<file path="config.mk">
export PLATFORM = sky130hd
export DESIGN_NAME = rv64_multicycle_control
export DESIGN_NICKNAME = d
export VERILOG_FILES = /design/src/rtl/rv64_ctrl_pkg.sv /design/src/rtl/rv64_multicycle_control_alu_control_decoder.sv /design/src/rtl/rv64_multicycle_control.sv
export SDC_FILE = /design/constraint.sdc
export NUM_CORES = 1
export LEC_CHECK = 0
export CAP_MARGIN = 5
export CORE_MARGIN = 3
export CORE_UTILIZATION = 36
export DETAILED_ROUTE_END_ITERATION = 16
export PLACE_DENSITY = 0.77
export SYNTH_ARGS = -nofsm -noshare
export SYNTH_HDL_FRONTEND = slang
export SYNTH_SLANG_ARGS = --single-unit
</file>
<file path="constraint.sdc">
create_clock -name clk -period 1.85 [get_ports clk]
set_input_delay 0.4625 -clock clk [delete_from_list [all_inputs] [get_ports clk]]
set_output_delay 0.4625 -clock clk [all_outputs]
set_load 0.02 [all_outputs]
</file>
<file path="src/rtl/rv64_ctrl_pkg.sv">
// rv64_ctrl_pkg
// Shared definitions for the RV64I multicycle control slice. It holds the FSM
// state encoding, the supported opcodes and the opcode classes derived from
// them. It also holds the alu_ctrl and alu_src_b encodings, plus the packed
// bundle of control strobes that the FSM drives toward the datapath.
package rv64_ctrl_pkg;

   // FETCH must encode as zero because the debug state output reads 0 in reset
   typedef enum logic [3:0] {
      S_FETCH  = 4'd0,
      S_DECODE = 4'd1,
      S_EXEC_R = 4'd2,
      S_EXEC_I = 4'd3,
      S_ADDR   = 4'd4,
      S_MEM_RD = 4'd5,
      S_MEM_WR = 4'd6,
      S_WB_ALU = 4'd7,
      S_WB_MEM = 4'd8,
      S_BRANCH = 4'd9,
      S_TRAP   = 4'd10
   } state_t;

   typedef enum logic [2:0] {
      CLS_NONE = 3'd0,
      CLS_R    = 3'd1,
      CLS_I    = 3'd2,
      CLS_LD   = 3'd3,
      CLS_ST   = 3'd4,
      CLS_BR   = 3'd5
   } opClass_t;

   localparam logic [6:0] OP_R  = 7'b0110011;
   localparam logic [6:0] OP_I  = 7'b0010011;
   localparam logic [6:0] OP_LD = 7'b0000011;
   localparam logic [6:0] OP_ST = 7'b0100011;
   localparam logic [6:0] OP_BR = 7'b1100011;

   localparam logic [3:0] ALU_AND = 4'b0000;
   localparam logic [3:0] ALU_OR  = 4'b0001;
   localparam logic [3:0] ALU_ADD = 4'b0010;
   localparam logic [3:0] ALU_SUB = 4'b0110;

   localparam logic [1:0] SRCB_REG  = 2'd0;
   localparam logic [1:0] SRCB_FOUR = 2'd1;
   localparam logic [1:0] SRCB_IMM  = 2'd2;

   typedef struct packed {
      logic       memRead;
      logic       memWrite;
      logic       iOrD;
      logic       irWrite;
      logic       pcWrite;
      logic       pcSrc;
      logic       regWrite;
      logic       memToReg;
      logic       aluSrcA;
      logic [1:0] aluSrcB;
      logic [3:0] aluCtrl;
      logic       retire;
      logic       illegal;
   } ctrlOut_t;

   // Unknown opcodes fall into CLS_NONE, which the decoder flags as illegal
   function automatic opClass_t classify(input logic [6:0] op);
      opClass_t cls;
      case (op)
         OP_R:    cls = CLS_R;
         OP_I:    cls = CLS_I;
         OP_LD:   cls = CLS_LD;
         OP_ST:   cls = CLS_ST;
         OP_BR:   cls = CLS_BR;
         default: cls = CLS_NONE;
      endcase
      return cls;
   endfunction

endpackage

</file>
<file path="src/rtl/rv64_multicycle_control_alu_control_decoder.sv">
// alu_control_decoder
// Combinational map from opcode class, funct3 and funct7 to the ALU operation.
// It also reports whether the funct fields form a supported encoding.
//   i_opClass  opcode class of the instruction register
//   i_funct3   instruction[14:12]
//   i_funct7   instruction[31:25]
//   o_aluCtrl  ALU operation; used by the FSM in EXEC_R / EXEC_I
//   o_illegal  1 when the opcode/funct combination is unsupported
module alu_control_decoder
   import rv64_ctrl_pkg::*;
(
   input  opClass_t   i_opClass,
   input  logic [2:0] i_funct3,
   input  logic [6:0] i_funct7,
   output logic [3:0] o_aluCtrl,
   output logic       o_illegal
);

   // For I-type, funct7 is immediate bits and is deliberately not inspected
   always_comb begin
      o_aluCtrl = ALU_ADD;
      o_illegal = 1'b0;
      case (i_opClass)
         CLS_R: begin
            if (i_funct7 == 7'b0000000) begin
               case (i_funct3)
                  3'b000:  o_aluCtrl = ALU_ADD;
                  3'b110:  o_aluCtrl = ALU_OR;
                  3'b111:  o_aluCtrl = ALU_AND;
                  default: o_illegal = 1'b1;
               endcase
            end else if (i_funct7 == 7'b0100000 && i_funct3 == 3'b000) begin
               o_aluCtrl = ALU_SUB;
            end else begin
               o_illegal = 1'b1;
            end
         end
         CLS_I: begin
            case (i_funct3)
               3'b000:  o_aluCtrl = ALU_ADD;
               3'b110:  o_aluCtrl = ALU_OR;
               3'b111:  o_aluCtrl = ALU_AND;
               default: o_illegal = 1'b1;
            endcase
         end
         CLS_LD, CLS_ST: o_illegal = (i_funct3 != 3'b011);
         CLS_BR:         o_illegal = (i_funct3 != 3'b000);
         default:        o_illegal = 1'b1;
      endcase
   end

endmodule

</file>
<file path="src/rtl/rv64_multicycle_control.sv">
// rv64_multicycle_control
// Control FSM that sequences a shared RV64I datapath one instruction at a time.
// Inputs : clk, reset (async, active-high), opcode/funct3/funct7 from the IR,
//          zero (ALU result == 0), mem_ready (memory completes this cycle).
// Outputs: memory request (mem_read, mem_write, i_or_d) and the IR/PC strobes
//          (ir_write, pc_write, pc_src). It also drives the register-file strobes
//          (reg_write, mem_to_reg), the ALU mux selects and alu_ctrl, plus
//          retire, a sticky illegal trap flag and the debug state output.
module rv64_multicycle_control
   import rv64_ctrl_pkg::*;
(
   input  logic       clk,
   input  logic       reset,
   input  logic [6:0] opcode,
   input  logic [2:0] funct3,
   input  logic [6:0] funct7,
   input  logic       zero,
   input  logic       mem_ready,
   output logic       mem_read,
   output logic       mem_write,
   output logic       i_or_d,
   output logic       ir_write,
   output logic       pc_write,
   output logic       pc_src,
   output logic       reg_write,
   output logic       mem_to_reg,
   output logic       alu_src_a,
   output logic [1:0] alu_src_b,
   output logic [3:0] alu_ctrl,
   output logic       retire,
   output logic       illegal,
   output logic [3:0] state
);

   state_t   r_state;
   state_t   w_nextState;
   opClass_t w_opClass;
   logic [3:0] w_decAluCtrl;
   logic     w_decIllegal;
   ctrlOut_t w_ctrl;
   ctrlOut_t w_out;

   assign w_opClass = classify(opcode);

   alu_control_decoder u_aluDec (
      .i_opClass (w_opClass),
      .i_funct3  (funct3),
      .i_funct7  (funct7),
      .o_aluCtrl (w_decAluCtrl),
      .o_illegal (w_decIllegal)
   );

   // State register; reset aborts any instruction in flight and restarts at FETCH
   always_ff @(posedge clk or posedge reset) begin
      if (reset) r_state <= S_FETCH;
      else       r_state <= w_nextState;
   end

   // Next-state logic; memory states wait on mem_ready, and TRAP is absorbing
   always_comb begin
      w_nextState = r_state;
      case (r_state)
         S_FETCH:  if (mem_ready) w_nextState = S_DECODE;
         S_DECODE: begin
            if (w_decIllegal) begin
               w_nextState = S_TRAP;
            end else begin
               case (w_opClass)
                  CLS_R:          w_nextState = S_EXEC_R;
                  CLS_I:          w_nextState = S_EXEC_I;
                  CLS_LD, CLS_ST: w_nextState = S_ADDR;
                  CLS_BR:         w_nextState = S_BRANCH;
                  default:        w_nextState = S_TRAP;
               endcase
            end
         end
         S_EXEC_R, S_EXEC_I: w_nextState = S_WB_ALU;
         S_ADDR:   w_nextState = (w_opClass == CLS_LD) ? S_MEM_RD : S_MEM_WR;
         S_MEM_RD: if (mem_ready) w_nextState = S_WB_MEM;
         S_MEM_WR: if (mem_ready) w_nextState = S_FETCH;
         S_WB_ALU, S_WB_MEM, S_BRANCH: w_nextState = S_FETCH;
         S_TRAP:   w_nextState = S_TRAP;
         default:  w_nextState = S_TRAP;
      endcase
   end

   // Output decode: Moore per state, except ir_write/pc_write/retire which are
   // gated by mem_ready or zero in the same cycle
   always_comb begin
      w_ctrl = '0;
      case (r_state)
         S_FETCH: begin
            w_ctrl.memRead = 1'b1;
            w_ctrl.aluSrcB = SRCB_FOUR;
            w_ctrl.aluCtrl = ALU_ADD;
            w_ctrl.irWrite = mem_ready;
            w_ctrl.pcWrite = mem_ready;
         end
         S_DECODE: begin
            w_ctrl.aluSrcB = SRCB_IMM;
            w_ctrl.aluCtrl = ALU_ADD;
         end
         S_EXEC_R: begin
            w_ctrl.aluSrcA = 1'b1;
            w_ctrl.aluSrcB = SRCB_REG;
            w_ctrl.aluCtrl = w_decAluCtrl;
         end
         S_EXEC_I: begin
            w_ctrl.aluSrcA = 1'b1;
            w_ctrl.aluSrcB = SRCB_IMM;
            w_ctrl.aluCtrl = w_decAluCtrl;
         end
         S_ADDR: begin
            w_ctrl.aluSrcA = 1'b1;
            w_ctrl.aluSrcB = SRCB_IMM;
            w_ctrl.aluCtrl = ALU_ADD;
         end
         S_MEM_RD: begin
            w_ctrl.memRead = 1'b1;
            w_ctrl.iOrD    = 1'b1;
         end
         S_MEM_WR: begin
            w_ctrl.memWrite = 1'b1;
            w_ctrl.iOrD     = 1'b1;
            w_ctrl.retire   = mem_ready;
         end
         S_WB_ALU: begin
            w_ctrl.regWrite = 1'b1;
            w_ctrl.retire   = 1'b1;
         end
         S_WB_MEM: begin
            w_ctrl.regWrite = 1'b1;
            w_ctrl.memToReg = 1'b1;
            w_ctrl.retire   = 1'b1;
         end
         S_BRANCH: begin
            w_ctrl.aluSrcA = 1'b1;
            w_ctrl.aluSrcB = SRCB_REG;
            w_ctrl.aluCtrl = ALU_SUB;
            w_ctrl.pcSrc   = 1'b1;
            w_ctrl.pcWrite = zero;
            w_ctrl.retire  = 1'b1;
         end
         S_TRAP:  w_ctrl.illegal = 1'b1;
         default: w_ctrl = '0;
      endcase
   end

   // Reset masks every strobe combinationally so that a request in flight
   // (e.g. mem_write) drops the moment reset rises, not at the next edge
   assign w_out = reset ? '0 : w_ctrl;

   assign mem_read   = w_out.memRead;
   assign mem_write  = w_out.memWrite;
   assign i_or_d     = w_out.iOrD;
   assign ir_write   = w_out.irWrite;
   assign pc_write   = w_out.pcWrite;
   assign pc_src     = w_out.pcSrc;
   assign reg_write  = w_out.regWrite;
   assign mem_to_reg = w_out.memToReg;
   assign alu_src_a  = w_out.aluSrcA;
   assign alu_src_b  = w_out.aluSrcB;
   assign alu_ctrl   = w_out.aluCtrl;
   assign retire     = w_out.retire;
   assign illegal    = w_out.illegal;
   assign state      = r_state;

endmodule
</file>
==> impl_results.md, run 1 <==
* Status: stopped before the end
* Failed at: global routing (5_1_grt)
* Stop err: [ERROR DPL-0033] detailed placement checks failed during check placement.
* Adder-cell share of the synthesized area at 0%
* Largest net degree at the start of global routing at 13
* Synth top area share at 12.3%
* GPL Wtd Cong at ~0.84
* Synthesized area per cell at just under 7 sq um
* Clock tree buffer depth at 2
* Mux cell area share after synthesis at 1.39%
* Syn Inst Count at around 120
* Initial antenna violation count at 0
* Sink Count at 4
* Mapped Area at 811 sq um
* Seq/Total Area, Yosys at approximately an eighth
* I/O pins at 42
* Synth area leader: dfrtp_1
* Most common cell in the netlist: a21oi_1
* Die Ht at 53.5 um
* Yosys cell types at 47
* Initial Util at 39.7%
* Worst endpoint pin kind: output port
* Number of core rows at 16
* Top FF cell, synth: dfrtp_1
* Post-synth EDFFs at 0
* Number of port buffers at 40
* Simple-gate share of the synthesized area at ~44%
* Synth warn at 0
* Post-Syn Nets at 138
* Worst setup endpoint GRT: alu_ctrl[2]
* Seq cells post-synth at 4
* Dpl hpwl at 2.25 mm
* Top cells by area, synth: dfrtp_1, a21oi_1, nor3_1, nand3b_1, nor2_1
* TritonCTS Buffers at 3
* Post-synth ARST share at 100%
* Synth top cells by count: a21oi_1, nor2_1, nand2_1, nor3_1, clkbuf_1
* Clock root buffer: clkbuf_4
* Compound-Gate Fraction of Synth Area at 30.1%
* H-tree levels at 1
* Post-synthesis xor/xnor area fraction at 2.16%
* Largest family of logic cells by synthesized area: simple AND/OR/NAND/NOR gates
* Die W at 53.5 um
## cells by family after synthesis
| kind of cell | after synthesis |
|---|---|
| xor+xnor | 2 |
| buf+inv | 15 |
| other cells | 1 |
| compound gates | 35 |
| mux | 1 |
| simple gates | 59 |
| flops | 4 |
## metrics by stage
stage / cell area, sq um / cells / setup WS [ns] / setup TNS [ns] / utilization [%]
after floorplan: 925 / 117 / -0.0927 / -0.287 / -
after global placement: 1550 / 207 / -1.04 / -12.08 / 75.9
after CTS: 1890 / 230 / -0.320 / -1.16 / 92.6
after detailed placement: 1550 / 207 / -1.11 / -12.40 / 75.9
## repair_timing
item	4_1_cts
pin swaps	23
hold buffers	0
gates resized for setup	183
endpoints found under the setup margin	24
buffers inserted	18
cloned	3
==> run 2: changes to the inputs <==
--- a/config.mk
+++ b/config.mk
@@ -6,10 +6,10 @@
 export NUM_CORES = 1
 export LEC_CHECK = 0
 export CAP_MARGIN = 5
-export CORE_MARGIN = 3
-export CORE_UTILIZATION = 36
+export CORE_AREA = 3 3 64 66
 export DETAILED_ROUTE_END_ITERATION = 16
-export PLACE_DENSITY = 0.77
+export DIE_AREA = 0 0 67 69
+export PLACE_DENSITY_LB_ADDON = 0.15
 export SYNTH_ARGS = -nofsm -noshare
 export SYNTH_HDL_FRONTEND = slang
 export SYNTH_SLANG_ARGS = --single-unit
==> constraint.sdc (replaced) <==
create_clock -name clk -period 2.4 [get_ports clk]
set_input_delay 0.6 -clock clk [delete_from_list [all_inputs] [get_ports clk]]
set_output_delay 0.6 -clock clk [all_outputs]
set_load 0.02 [all_outputs]
==> run 2 against run 1 <==
  * Area after synthesis did not move
  * The flow now finishes, with violations (negative setup slack)
  * Synthesized cell count did not move
==> impl_results.md, run 2 <==
* Status: finished, violations left
* Failing checks: negative setup slack
* Sequential share of power at 10.4%
* Met1 Use GR at 17.4%
* Highest Clock Rate at roughly 420 MHz
* Critical Path AT at 1.81 ns
* Die Ht at around 69 um
* Initial antenna violation count at 0
* Critical path peak fanout at 3
* Routed Antenna Nets at 0
* Die area at roughly 4600 sq um
* Crit end category: output port
* Comb pwr share at 78.2%
* RR Startpoint: state[1]
* Placed cell count at 218
* WHS at 0.678 ns
* TritonCTS Buffers at 3
* Net Sw Frac at a little under half
* I/O pins at 42
* Final min period at 2.41 ns
* Final WL at 2.93 mm
* Worst r2r path cells at 6
* Synth top cells by count: a21oi_1, nor2_1, nand2_1, nor3_1, clkbuf_1
* Cell Int Power at between 600 and 700 uW
* Clock power frac at 11.4%
* Area Growth Syn to Fin at 89.7%
* Syn Inst Count at about 120
* Post-Syn Nets at 138
* Clk slew on worst S/H paths at 0.03 ns
* Top Usage Layer GRT: met2
* Unrepaired setup endpoints after global routing: yes
* CTS tree: built
* Reg2Reg Setup Slack at 0.63 ns
* Clock tree buffer depth at 2
* Hold Vio Cnt, Final at 0
* Number of port buffers at 40
* Fin crit share at 100%
* Synth top area share at 12.3%
* Peak supply drop at 0.587 mV
* Met3 usage at 2.93%
* Worst Tran Pin Value at 0.488 ns
* Reg2reg end: state[3]
* Post-synth ARST share at 100%
* Filler Cells Inserted at 393
* Synth area leader: dfrtp_1
* Skew-Pair Late Insertion Delay at 0.22 ns
* Seq cells post-synth at 4
* Setup CP Type: in -> out
* Maxcap violations at 0
* First-pass DRT Iterations at 4
* Sink Count at 4
* Post-synth EDFFs at 0
* Synthesized area per cell at 6.93 sq um
* Pwr/cell area at a little over 800 nW/um^2
* Seq/Total Area, Yosys at between 10% and 20%
* Core ar. at 3630 sq um
* Synth warn at 0
* HP Start: state[3]
* Nets at 201
* Layout cells sized above 1 at 39.9%
* Switching Power at around 590 uW
* CP required at approximately 1.8 ns
* Ant diodes at 0
* Top FF cell, synth: dfrtp_1
* Top cells by area, synth: dfrtp_1, a21oi_1, nor3_1, nand3b_1, nor2_1
* Hold Path Class: reg -> reg
* Worst Hold Path EP: state[0]
* M2 GR Usage at 20.2%
* Via-to-Cell Ratio at 4.83
* # DRC at 0
* Vias in the first global route at 1073
* Initial Util at 22.3%
* Static leakage at 0.000707 uW
* Most common cell after layout, fill and taps aside: buf_4
* Final setup viols at 1
* Total area of multi-input combinational cells at 728 sq um
* Hold Path Stages at 2
* First-pass GRT wire length at 4.71 mm
* Critical Path Start: funct7[3]
* FF+latch area at roughly 100 sq um
* Gr usage total at between 10% and 20%
* Commonest non-fill, non-tap cells in the layout: buf_4, a21oi_1, dlygate4sd2_1
* Clock skew at approximately 0.0027 ns
* Clock root buffer: clkbuf_8
* Grt total ovfl at 0
* Dpl hpwl at between 2 and 2.5 mm
* Mapped Area at approximately 800 sq um
* Most common cell in the netlist: a21oi_1
* GPL Wtd Cong at 0.803
* H-tree levels at 1
* Max FFs per register at 4
* DR iter-0 viols at 28
* Startpoint types: primary input
* Worst Slack Setup Final at -0.00757 ns
* Worst rel slew slack at 67.0%
* Vias at 1091
* Die W at 67 um
* Final non-filler cell total at 226
* Slew Viols, Final at 0
* Largest net degree at the start of global routing at 20
* WL per Instance at between 10 and 15 um
* Number of core rows at 22
* Yosys cell types at 47
-- run 2: cell counts after synthesis --
No cell type changed its count.
-- run 2: worst max-delay path, stage by stage --
cell	delay, ns
buf_6	0.10
nor4_4	0.24
buf_4	0.15
nand2_2	0.04
or3_4	0.40
a21oi_4	0.15
buf_6	0.12
-- run 2: layout make-up --
type,count,area share (%)
repair buffers,71,39.0
clock buffers,3,2.69
well taps,48,3.91
inverters,2,0.488
multi-input cells,98,47.4
flip-flops and latches,4,6.59
-- run 2: cell families after synthesis --
| logic type | after synthesis | share of synthesized area (%) |
|---|---|---|
| compound gates | 35 | 30.1 |
| simple gates | 59 | 44.1 |
| other cells | 1 | 0.463 |
| flops | 4 | 12.3 |
| xor+xnor | 2 | 2.16 |
| buf+inv | 15 | 9.41 |
| mux | 1 | 1.39 |
-- run 2: through the flow --
stage                      TNS, ns  power, uW  setup WS [ns]  cell area, sq um  utilization [%]
after floorplan                  0        685        0.00491               817                -
after global placement       -5.88       1090         -0.835              1400             38.6
after detailed placement     -5.90       1080         -0.858              1400             38.6
after CTS                   -0.198       1210         -0.198              1460             40.3
after global routing       -0.0890       1370        -0.0873              1540             42.3
final                     -0.00757       1270       -0.00757              1540             42.3
-- run 2: worst max-delay path by stage --
stage / slack [ns] / cells past startpoint / end
CTS: -0.20 / 6 / alu_ctrl[2]
finish: -0.008 / 7 / alu_ctrl[2]
detailed placement: -0.86 / 7 / alu_ctrl[2]
global placement: -0.84 / 7 / alu_ctrl[0]
floorplan: 0.005 / 4 / alu_ctrl[2]
global route: -0.09 / 7 / alu_ctrl[2]
-- run 2: power groups by stage --
stage                     sequential [uW]  clock (uW)  combinational, uW
after CTS                             138         146                927
after global routing                  136         150               1080
after detailed placement              130           0                951
after global placement                132           0                953
after floorplan                       155           0                530
final                                 132         144                990
-- run 2: timing repair --
action / 4_1_cts / 5_1_grt
hold buffers: 0 / 0
pin swaps: 10 / 11
gates resized for setup: 77 / 31
setup buffers: 2 / 3
setup endpoints to repair: 16 / 13
-- run 2: routing by layer --
metal  part of all wire (%)  routed length [um]  vias to the layer above
met5                      0                   0                        -
met1                     49                1430                      503
met2                     45                1310                       33
met4                      0                   0                        0
li1                       -                   -                      555
met3                    6.4                 189                        0
Note: power is estimated with default switching activity, not from simulation.
